`src/rtl/gate_test_sched.sv`:
```
// rtl/gate_test_sched.sv - sequencer that sweeps gate-tester blocks over START/FINISH and latches their error counts
// Optional watchdog on the per-tester wait is enabled with macro GTS_TIMEOUT_EN.
module gate_test_sched #(
  parameter int NUM_GATES   = 4,
  parameter int IDX_W       = 2,
  parameter int TIMEOUT_CYC = 524288
) (
  input  logic                   sys_clk,
  input  logic                   sys_rst,
  input  logic                   RUN_START,
  input  logic [NUM_GATES-1:0]   GATE_MASK,
  output logic                   RUN_BUSY,
  output logic                   RUN_DONE,
  output logic [NUM_GATES-1:0]   GATE_START,
  input  logic [NUM_GATES-1:0]   GATE_FINISH,
  input  logic [NUM_GATES*32-1:0] GATE_ERROR,
  input  logic [IDX_W-1:0]       ERR_SEL,
  output logic [31:0]            ERR_RD,
  output logic [NUM_GATES-1:0]   FAIL_MASK,
  output logic [NUM_GATES-1:0]   TIMEOUT_MASK,
  output logic [31:0]            TOTAL_ERR
);

  typedef enum logic [2:0] {
    S_IDLE,
    S_SCAN,
    S_LAUNCH,
    S_WAIT,
    S_DRAIN,
    S_DONE
  } state_t;

  state_t               state, state_nxt;
  logic [NUM_GATES-1:0] pend, pend_nxt;
  logic [IDX_W-1:0]     cur, cur_nxt;
  logic [31:0]          slot   [NUM_GATES];
  logic [31:0]          err_in [NUM_GATES];
  logic                 accept;
  logic                 finish_hit;
  logic                 timeout_hit;
  logic [31:0]          cur_err;
  logic [31:0]          add_val;
  logic [32:0]          sum;

  if (NUM_GATES < 1 || NUM_GATES > 16 ||
      IDX_W != ((NUM_GATES > 1) ? $clog2(NUM_GATES) : 1) ||
      TIMEOUT_CYC < 2 || TIMEOUT_CYC > (1 << 20)) begin : g_bad_params
    $error("gate_test_sched: inconsistent parameters");
  end

  for (genvar g = 0; g < NUM_GATES; g++) begin : g_err
    assign err_in[g] = GATE_ERROR[32*g +: 32];
  end

  assign accept     = (state == S_IDLE) && RUN_START;
  assign finish_hit = (state == S_WAIT) && GATE_FINISH[cur];
  assign cur_err    = err_in[cur];
  // A watchdog expiry records the slot as maximally failing.
  assign add_val    = timeout_hit ? 32'hFFFF_FFFF : cur_err;
  assign sum        = {1'b0, TOTAL_ERR} + {1'b0, add_val};
  assign ERR_RD     = (int'(ERR_SEL) < NUM_GATES) ? slot[ERR_SEL] : 32'd0;

`ifdef GTS_TIMEOUT_EN
  localparam logic [19:0] TO_LAST = 20'(TIMEOUT_CYC - 1);

  logic [19:0]          to_cnt;
  logic [NUM_GATES-1:0] to_mask;

  assign timeout_hit  = (state == S_WAIT) && !GATE_FINISH[cur] && (to_cnt == TO_LAST);
  assign TIMEOUT_MASK = to_mask;

  always_ff @(posedge sys_clk) begin
    if (sys_rst) begin
      to_cnt  <= '0;
      to_mask <= '0;
    end else begin
      if (state == S_LAUNCH) begin
        to_cnt <= '0;
      end else if (state == S_WAIT) begin
        to_cnt <= to_cnt + 20'd1;
      end
      if (accept) begin
        to_mask <= '0;
      end else if (timeout_hit) begin
        to_mask[cur] <= 1'b1;
      end
    end
  end
`else
  assign timeout_hit  = 1'b0;
  assign TIMEOUT_MASK = '0;
`endif

  always_comb begin
    state_nxt = state;
    pend_nxt  = pend;
    cur_nxt   = cur;
    case (state)
      S_IDLE: begin
        if (RUN_START) begin
          pend_nxt  = GATE_MASK;
          state_nxt = S_SCAN;
        end
      end
      S_SCAN: begin
        if (pend == '0) begin
          state_nxt = S_DONE;
        end else begin
          // Descending loop leaves the lowest set bit selected.
          for (int i = NUM_GATES - 1; i >= 0; i--) begin
            if (pend[i]) cur_nxt = IDX_W'(i);
          end
          state_nxt = S_LAUNCH;
        end
      end
      S_LAUNCH: state_nxt = S_WAIT;
      S_WAIT: begin
        if (finish_hit) begin
          state_nxt = S_DRAIN;
        end else if (timeout_hit) begin
          pend_nxt[cur] = 1'b0;
          state_nxt     = S_SCAN;
        end
      end
      S_DRAIN: begin
        if (!GATE_FINISH[cur]) begin
          pend_nxt[cur] = 1'b0;
          state_nxt     = S_SCAN;
        end
      end
      S_DONE:  state_nxt = S_IDLE;
      default: state_nxt = S_IDLE;
    endcase
  end

  always_ff @(posedge sys_clk) begin
    if (sys_rst) begin
      state <= S_IDLE;
      pend  <= '0;
      cur   <= '0;
    end else begin
      state <= state_nxt;
      pend  <= pend_nxt;
      cur   <= cur_nxt;
    end
  end

  // Outputs are registered off the next state so they line up with the state they belong to.
  always_ff @(posedge sys_clk) begin
    if (sys_rst) begin
      RUN_BUSY   <= 1'b0;
      RUN_DONE   <= 1'b0;
      GATE_START <= '0;
      FAIL_MASK  <= '0;
      TOTAL_ERR  <= '0;
      for (int i = 0; i < NUM_GATES; i++) slot[i] <= '0;
    end else begin
      RUN_BUSY   <= (state_nxt != S_IDLE);
      RUN_DONE   <= (state_nxt == S_DONE);
      GATE_START <= '0;
      if (state == S_SCAN && state_nxt == S_LAUNCH) begin
        GATE_START[cur_nxt] <= 1'b1;
      end
      if (accept) begin
        FAIL_MASK <= '0;
        TOTAL_ERR <= '0;
        for (int i = 0; i < NUM_GATES; i++) slot[i] <= '0;
      end else if (finish_hit || timeout_hit) begin
        slot[cur]      <= add_val;
        FAIL_MASK[cur] <= |add_val;
        TOTAL_ERR      <= sum[32] ? 32'hFFFF_FFFF : sum[31:0];
      end
    end
  end

endmodule

```
`config.mk`:
```
export PLATFORM = sky130hd
export DESIGN_NAME = gate_test_sched
export DESIGN_NICKNAME = d
export VERILOG_FILES = /design/src/rtl/gate_test_sched.sv
export SDC_FILE = /design/constraint.sdc
export NUM_CORES = 1
export LEC_CHECK = 0
export BUFFER_PORTS_ARGS = -buffer_cell sky130_fd_sc_hd__buf_2
export CAP_MARGIN = 5
export CORE_MARGIN = 2
export CORE_UTILIZATION = 30
export DETAILED_ROUTE_END_ITERATION = 10
export GPL_TIMING_DRIVEN = 0
export PLACE_DENSITY = 0.62
export SYNTH_ARGS = -nofsm -noshare
export SYNTH_HDL_FRONTEND = slang
export SYNTH_SLANG_ARGS = --single-unit
export TNS_END_PERCENT = 30
```
`constraint.sdc`:
```
create_clock -name sys_clk -period 4.73 [get_ports sys_clk]
set_input_delay 1.419 -clock sys_clk [delete_from_list [all_inputs] [get_ports sys_clk]]
set_output_delay 1.419 -clock sys_clk [all_outputs]
set_load 0.01 [all_outputs]
```
Yosys cells after proc, flatten, opt, wreduce, memory -nomap -nowiden
Memory sizes are Yosys's and may differ from the RTL's.
Index checks and enable logic that the tools add are counted.
{ "totals": {"regBits": 51, "ramBits": 128, "inputBits": 141, "out_inout_bits": 78, "word_cells": 86, "n_memories": 1} }
{ "classes": {"n_addsub": 1, "order_cmp": 5, "eq_ne": 8, "n_mux": 41, "bitwise_logic": 8, "reduce_logical": 14} }
{ "memory_table": {"columns": ["name", "depth", "word_bits", "read_ports", "rd_ports_with_merged_regs", "write_ports", "line", "rtl"], "rows": [
  ["slot", 4, 32, 1, 0, 4, "36", "logic [31:0] slot [NUM_GATES];"]
]} }
{ "ops": {"columns": ["cell", "n"], "rows": [
  ["two-way mux 32 bit", 8],
  ["binary-select mux 32 bit (select 2 bit)", 1],
  ["OR reduction 32 bit", 2],
  ["adder 32 x 32 -> 33 bit", 1],
  ["one-hot mux 3 bit (5 select lines)", 1],
  ["two-way mux 2 bit", 7],
  ["two-way mux 1 bit", 13],
  ["two-way mux 3 bit", 4],
  ["== test 3 x 2 -> 1 bit, second input constant", 3],
  ["two-way mux 4 bit", 2],
  ["one-hot mux 4 bit (2 select lines)", 1],
  ["== test 3 bit, second input constant", 2],
  ["< comparator 2 x 3 -> 1 bit, second input constant", 2],
  ["logical AND 1 bit", 5],
  ["AND 4 bit", 1],
  ["bitwise mux 4 bit", 1],
  ["demux 1 bit (select 2 bit)", 2],
  [">= comparator 2 x 1 -> 1 bit, second input constant", 2],
  ["zero test 4 bit", 1],
  ["inequality test 2 bit, second input constant", 2],
  ["NOT 4 bit", 1],
  ["bitwise OR 1 bit", 4],
  ["OR reduction 2 bit", 2],
  ["== test 3 x 1 -> 1 bit, second input constant", 1],
  ["8 further kinds", 8]
]} }

Longest topological paths before layout
Gate-level depths: netlist (run 1).
{ "depth": {"word_depth": 10, "ltp_mapped": 18} }

Worst setup path before layout (run 1)
OpenSTA, ideal clock, no wires.
{ "synth_path": {"path_kind": "input-to-reg", "from": "input GATE_ERROR[32]", "to": "register TOTAL_ERR[17]", "t_arrival_ns": 4.674, "t_required_ns": 4.611, "slack_ns": -0.063, "path_stages": 13, "path_buffers": 0, "cell_sequence": "mux2_1 -> o21ai_1 -> inv_1 -> ha_1 -> fa_1 -> a21o_1 -> a221o_1 -> a211oi_2 -> o211ai_1 -> a311oi_2 -> o21ai_1 -> or4_1 -> nor3b_1"} }
{ "synth_between": {"elab_chain_len": 5} }
{ "synth_rtl": {"columns": ["element", "line", "rtl"], "rows": [
  ["start: declaration", "16", "input logic [NUM_GATES*32-1:0] GATE_ERROR,"],
  ["binary-select mux 32 bit (select 2 bit)", "57", "assign cur_err = err_in[cur];"],
  ["two-way mux 32 bit (implied by the code) (2 in a row)", "57", null],
  ["named net add_val[0]", "42", "logic [31:0] add_val;"],
  ["adder 32 x 32 -> 33 bit", "60", "assign sum = {1'b0, TOTAL_ERR} + {1'b0, add_val};"],
  ["two-way mux 32 bit", "171", "TOTAL_ERR <= sum[32] ? 32'hFFFF_FFFF : sum[31:0];"],
  ["end signal: assignment", "171", null],
  ["end: declaration", "21", "output logic [31:0] TOTAL_ERR"]
]} }
The timed path passes the listed nets, and every way through them passes these cells. The select of a mux whose other input is x is not followed.
A chain may end at the register's enable or synchronous reset.

Final worst setup path (run 1)
Same ends and word-level chain as after synthesis.

==> run_results.csv, run 1 <==
group,metric,value,unit
power_and_ir_drop,power_density,360,nW/um^2
timing,clock_skew,9.22,ps
hold_path,hp-class,"reg -> reg",
place,place.gp.congestion,0.898,
clocking,root_buffer,"clkbuf_16",
place,hpwlAfterDp,25100,um
logic_synthesis,yosysTopAreaCellShare,0.389,
timing,fin_crit_sh,0.988,
place,port_buffers,213,
worst_setup_path,crit_end,"TOTAL_ERR[17]$_SDFFE_PP0P_",
finish,antenna_cells,0,
die,die-height,186,um
timing,period_needed,4680,ps
logic_synthesis,synth_area,9880,sq um
logic_synthesis,async_reset_ff_frac,0,
logic_synthesis,post-synth-top-count-cell,"edfxtp_1",
flow_run,maxCapViolCount,0,
grt,grt_max_degree,34,
die,start_util,0.305,
timing,slew_headroom,0.376,
die,core_region_area,32500,sq um
detailed_routing,drc,0,
logic_synthesis,ys.flop_type,"edfxtp_1",
die,ios,219,
worst_setup_path,reg2reg_depth,17,
clocking,h-tree-depth,4,
worst_setup_path,path_max_fanout,5,
clocking,cts_tree,"yes",
worst_setup_path,worstSetupStartpoint,"GATE_ERROR[32]",
logic_synthesis,synth_edf_count,128,
grt,first_global_vias,7964,
detailed_routing,via_count,8035,
logic_synthesis,synth_area_per_cell,11.5,sq um
logic_synthesis,ys_seq_elements,179,
worst_setup_path,path_class,"in -> reg",
power_and_ir_drop,irDropWorstVdd,0.269,mV
timing,layout_setup_ws,54.4,ps
power_and_ir_drop,totalPowerFinal,4.42,mW
detailed_routing,drt-initial-drc-count,565,
outcome,status,"complete, no violations",
die,die_area,34400,sq um
power_and_ir_drop,leakagePower,5.29,nW
detailed_routing,first_pass_iters,5,
worst_setup_path,start_kind,"input port",
timing,slew_viol_final,0,
logic_synthesis,synth_cell_types,64,
hold_path,hold_depth,2,
die,die_w,186,um
grt,antenna_found_initial,1,
clocking,cts.sinks,179,
grt,grt.total_usage,0.192,
finish,nets,1274,
detailed_routing,ant_nets,0,
detailed_routing,wl_per_cell,21.3,um
grt,grt_overflow,0,
worst_setup_path,r2r_start,"cur[0]$_SDFF_PP0_",
logic_synthesis,postSynthCellCount,857,
timing,worst_slew_pin_slew,933,ps
worst_setup_path,cp.required,5060,ps
clocking,ctsHoldBuffers,0,
worst_setup_path,reg2reg_to,"TOTAL_ERR[17]$_SDFFE_PP0P_",
worst_setup_path,reg2reg_setup_slack,170,ps
finish,post-route-util,0.378,
logic_synthesis,synth_warnings,0,
logic_synthesis,synth_common_cells,"edfxtp_1 (128), nor2_1 (90), and3_1 (65)",
timing,max_clock_freq,0.214,GHz
worst_setup_path,crit_path_end_kind,"flop",
clocking,clock_latency,440,ps
timing,finalSetupViolCount,0,
logic_synthesis,seq_area_frac_synth,0.492,
clocking,cts_buffer_depth,2,
logic_synthesis,synth.area.top_cells,"edfxtp_1 (39%), mux4_2 (12%), dfxtp_1 (10%)",
timing,hold_viol_final,0,
clocking,cts_made_buffers,17,
finish,syn2layout_area_growth,24.2,%
logic_synthesis,synth_top_area_cell,"edfxtp_1",
clocking,clk_pin_slew,70,ps
die,placementRows,66,
timing,finalSetupTns,0,ps
grt,grt_pass1_wl,48200,um
finish,drive_gt1_frac,0.312,
worst_setup_path,crit_arrival,5010,ps
place,pre_cts_slack,-1000,ps
detailed_routing,routed_wl,33100,um
detailed_routing,vias_per_cell,5.17,
per-layer routing:
layer  vias to the layer above  GRT usage  wire length [um]
li1                       3786          -                 -
met1                      3933      0.247             14100
met2                       261      0.318             16000
met3                        53     0.0450              2150
met4                         2     0.0622               870
met5                         -          0                13
what timing repair did:
| action | CTS | global route |
|---|---|---|
| pin swaps | 3 | 7 |
| setup buffers | 3 | 5 |
| setup endpoints to repair | 36 | 45 |
| resized for setup | 19 | 15 |
cells by family after synthesis:
family                     after synthesis  share of synthesized area
adders and majority gates               33                     0.0425
muxes                                   77                      0.147
DFF                                    179                      0.492
AOI/OAI and AO/OA                      182                      0.113
xor gates and xnor gates                26                     0.0230
other                                    1                   0.000379
and+or+nand+nor                        277                      0.147
buffers and inverters                   82                     0.0347
registers in the layout, indices dropped and copies added, names as in the netlist:
signal / flops
slot: 128
TOTAL_ERR: 32
FAIL_MASK: 4
GATE_START: 4
pend: 4
state: 3
cur: 2
RUN_BUSY: 1
RUN_DONE: 1
through the flow:
stage	std cells	hold WS [ps]	instance area, sq um
global route	1555	521	12300
global placement	1515	463	11500
floorplan	860	476	9900
finish	1555	494	12300
detailed placement	1515	483	11500
CTS	1550	494	12200
final cells by class:
class / count / area (sq um)
plain buffers: 60 / 314
clock buffers: 17 / 425
clock inverters: 15 / 155
fillers: 3229 / 20200
inverters: 22 / 82.6
multi-input cells: 599 / 4760
flip-flops and latches: 179 / 4860
well taps: 442 / 553
repair buffers: 221 / 1130
worst min path at each step:
stage	startpoint	to	slack (ps)
after detailed placement	FAIL_MASK[0]$_SDFFE_PP0P_	FAIL_MASK[0]$_SDFFE_PP0P_	480
final	FAIL_MASK[0]$_SDFFE_PP0P_	FAIL_MASK[0]$_SDFFE_PP0P_	490
after floorplan	pend[1]$_SDFFE_PP0P_	pend[1]$_SDFFE_PP0P_	480
after global routing	FAIL_MASK[0]$_SDFFE_PP0P_	FAIL_MASK[0]$_SDFFE_PP0P_	520
after global placement	FAIL_MASK[2]$_SDFFE_PP0P_	FAIL_MASK[2]$_SDFFE_PP0P_	460
after CTS	FAIL_MASK[0]$_SDFFE_PP0P_	FAIL_MASK[0]$_SDFFE_PP0P_	490
power breakdown:
part	leakage (nW)	internal (mW)	switching (mW)	total, mW
combinational	3.20	0.382	0.673	1.05
sequential	1.80	1.89	0.0558	1.95
clock	0.288	0.708	0.714	1.42
layout by cell type, fill, tap and decap left out, types with 32 or more instances in the layout:
cell type and count:
ha_1 32, clkbuf_1 38, mux4_2 51, edfxtp_1 128, nor2_1 90, dfxtp_1 51
buf_2 213, o21ai_0 45, a21oi_1 56, and3_1 65, nand2_1 45
worst max-delay path: stages:
cell      delay [ps]
buf_2            100
mux2_1           340
o21ai_4          190
inv_1             70
ha_1             210
fa_2             360
a21o_1           200
a221o_1          390
a211oi_2         340
o211ai_1         200
a311oi_2         380
o21ai_2          140
or4_1            520
nor3b_1          150
Power figures use the tool's default switching activity.
==> inputs of run 2 (changes only) <==
Settings changed: CORE_UTILIZATION 30 to 35, PLACE_DENSITY 0.62 to 0.69.
==> run_results.csv, run 2 (synthesis gave the netlist of run 1 again) <==
group,metric,value,unit
outcome,status,"complete, but fails checks",
outcome,violations,"negative setup slack",
worst_setup_path,crit_end,"TOTAL_ERR[17]$_SDFFE_PP0P_",
worst_setup_path,reg2reg_setup_slack,90,ps
timing,grt_setup_unrepaired,"true",
worst_setup_path,worstSetupStartpoint,"GATE_ERROR[32]",
hold_path,min-delay-start,"FAIL_MASK[2]$_SDFFE_PP0P_",
clocking,cts_made_buffers,17,
timing,clock_skew,11.8,ps
grt,grt_overflow,0,
detailed_routing,wl_per_cell,20.9,um
worst_setup_path,reg2reg_to,"TOTAL_ERR[17]$_SDFFE_PP0P_",
clocking,clk_pin_slew,70,ps
grt,first_global_vias,7906,
die,die-height,172,um
timing,layout_setup_ws,-47.6,ps
detailed_routing,ant_nets,0,
finish,syn2layout_area_growth,22.9,%
worst_setup_path,r2r_start,"cur[0]$_SDFF_PP0_",
place,pre_cts_slack,-856,ps
finish,top_regs,"slot (128), TOTAL_ERR (32)",
worst_setup_path,cp.required,5060,ps
worst_setup_path,path_class,"in -> reg",
detailed_routing,highest-signal-layer,"met5",
timing,worst_slew_pin_slew,910,ps
worst_setup_path,crit_path_end_kind,"flop",
detailed_routing,first_pass_iters,5,
timing,period_needed,4780,ps
worst_setup_path,reg2reg_depth,17,
finish,final_cell_mix,"buf_2 (215), edfxtp_1 (128), nor2_1 (90)",
finish,final_common_cell,"buf_2",
power_and_ir_drop,combPwrFrac,0.235,
place,place.gp.congestion,0.955,
clocking,cts_tree,"yes",
finish,area.sequential,4860,sq um
die,die_w,172,um
die,placementRows,61,
die,start_util,0.356,
timing,slew_headroom,0.391,
finish,nets,1270,
hold_path,hp-class,"reg -> reg",
grt,antenna_found_initial,1,
flow_run,maxCapViolCount,0,
die,die_area,29600,sq um
timing,finalSetupViolCount,1,
clocking,root_buffer,"clkbuf_16",
finish,regMostFlops,"slot",
power_and_ir_drop,leakagePower,5.26,nW
detailed_routing,drc,0,
clocking,cts.sinks,179,
worst_setup_path,crit_slowest_cell,"or4_1",
clocking,clock_latency,430,ps
power_and_ir_drop,p_clk_frac,0.322,
clocking,ctsHoldBuffers,0,
finish,multi_input_area,4740,sq um
worst_setup_path,slowest_delay,540,ps
power_and_ir_drop,power.share.sequential,0.443,
timing,hold_viol_final,0,
detailed_routing,routed_wl,31000,um
detailed_routing,vias_per_cell,5.49,
power_and_ir_drop,totalPowerFinal,4.40,mW
power_and_ir_drop,irDropWorstVdd,0.216,mV
finish,antenna_cells,0,
timing,fin_crit_sh,1.01,
power_and_ir_drop,power_density,362,nW/um^2
place,hpwlAfterDp,23700,um
die,ios,219,
grt,grt_max_degree,34,
finish,largest_register_ffs,128,
clocking,h-tree-depth,4,
finish,nFillCells,2618,
detailed_routing,routed-wl-met3,2460,um
power_and_ir_drop,switching_share,0.314,
timing,slew_viol_final,0,
power_and_ir_drop,p_sw,1.38,mW
clocking,cts_buffer_depth,2,
finish,finalNonFillerCells,1487,
grt,grt.total_usage,0.207,
worst_setup_path,start_kind,"input port",
place,placed_cells,1451,
detailed_routing,met1_length,12500,um
power_and_ir_drop,p_int,3.02,mW
place,port_buffers,213,
die,core_region_area,27800,sq um
detailed_routing,via_count,8164,
finish,drive_gt1_frac,0.307,
timing,max_clock_freq,0.209,GHz
worst_setup_path,crit_chain,"buf_2, mux2_1, o21ai_4, inv_1, ha_1, fa_1, a21o_1, a221o_1, a211oi_2, o211ai_1, a311oi_2, o21ai_2, or4_1, nor3b_1",
grt,grt_pass1_wl,45400,um
worst_setup_path,crit_arrival,5100,ps
worst_setup_path,path_max_fanout,5,
detailed_routing,drt-initial-drc-count,659,
detailed_routing,route.met2.wl,14800,um
## run 2: routing by layer
| metal | vias up | global-route usage |
|---|---|---|
| li1 | 3770 | - |
| met1 | 4021 | 0.258 |
| met2 | 308 | 0.340 |
| met3 | 63 | 0.0524 |
| met4 | 2 | 0.0910 |
| met5 | - | 0 |
## run 2: worst min path at each step
stage / depth (start not counted) / end / slack, ps
after global placement: 2 / FAIL_MASK[2]$_SDFFE_PP0P_ / 460
after CTS: 2 / FAIL_MASK[2]$_SDFFE_PP0P_ / 480
final: 2 / FAIL_MASK[2]$_SDFFE_PP0P_ / 480
after global routing: 2 / FAIL_MASK[2]$_SDFFE_PP0P_ / 510
after detailed placement: 2 / FAIL_MASK[2]$_SDFFE_PP0P_ / 470
after floorplan: 2 / pend[1]$_SDFFE_PP0P_ / 480
## run 2: layout make-up
cell class	instances	share of cell area
Clock buffer	17	0.0350
Sequential cell	179	0.400
Tap cell	378	0.0389
Buffer	60	0.0253
Inverter	22	0.00680
Timing Repair Buffer	217	0.0902
Clock inverter	15	0.0135
Multi-Input combinational cell	599	0.390
## run 2: timing repair
action                     in CTS  in global routing
setup buffers                   3                  1
gates cloned                    0                  0
hold endpoints to repair        0                  0
resized for setup              18                 10
setup endpoints to repair      55                 39
pin swaps                       5                  2
## run 2: power groups by stage
stage          registers (mW)  logic (mW)  clock network, mW
2_1_floorplan            1.96       0.626                  0
3_3_place_gp             1.98       0.991                  0
3_5_place_dp             1.98        1.01                  0
4_1_cts                  1.95        1.02               1.42
5_1_grt                  1.96        1.11               1.49
6_report                 1.95        1.03               1.42
## run 2: critical path, delay by kind of cell
| kind | cells | cell delay, ps |
|---|---|---|
| mux | 1 | 330 |
| fa+ha+maj | 2 | 620 |
| compound gates | 7 | 1870 |
| simple gates | 2 | 690 |
| buf+inv | 2 | 160 |
## run 2: stage by stage
step / util / hold slack, ps / setup TNS [ps] / cell area (sq um)
floorplan: - / 476 / 0 / 9900
global placement: 0.412 / 460 / -17180 / 11400
detailed placement: 0.412 / 468 / -20390 / 11400
CTS: 0.436 / 478 / -128 / 12100
global route: 0.437 / 507 / -145 / 12200
finish: 0.437 / 481 / -47.6 / 12200
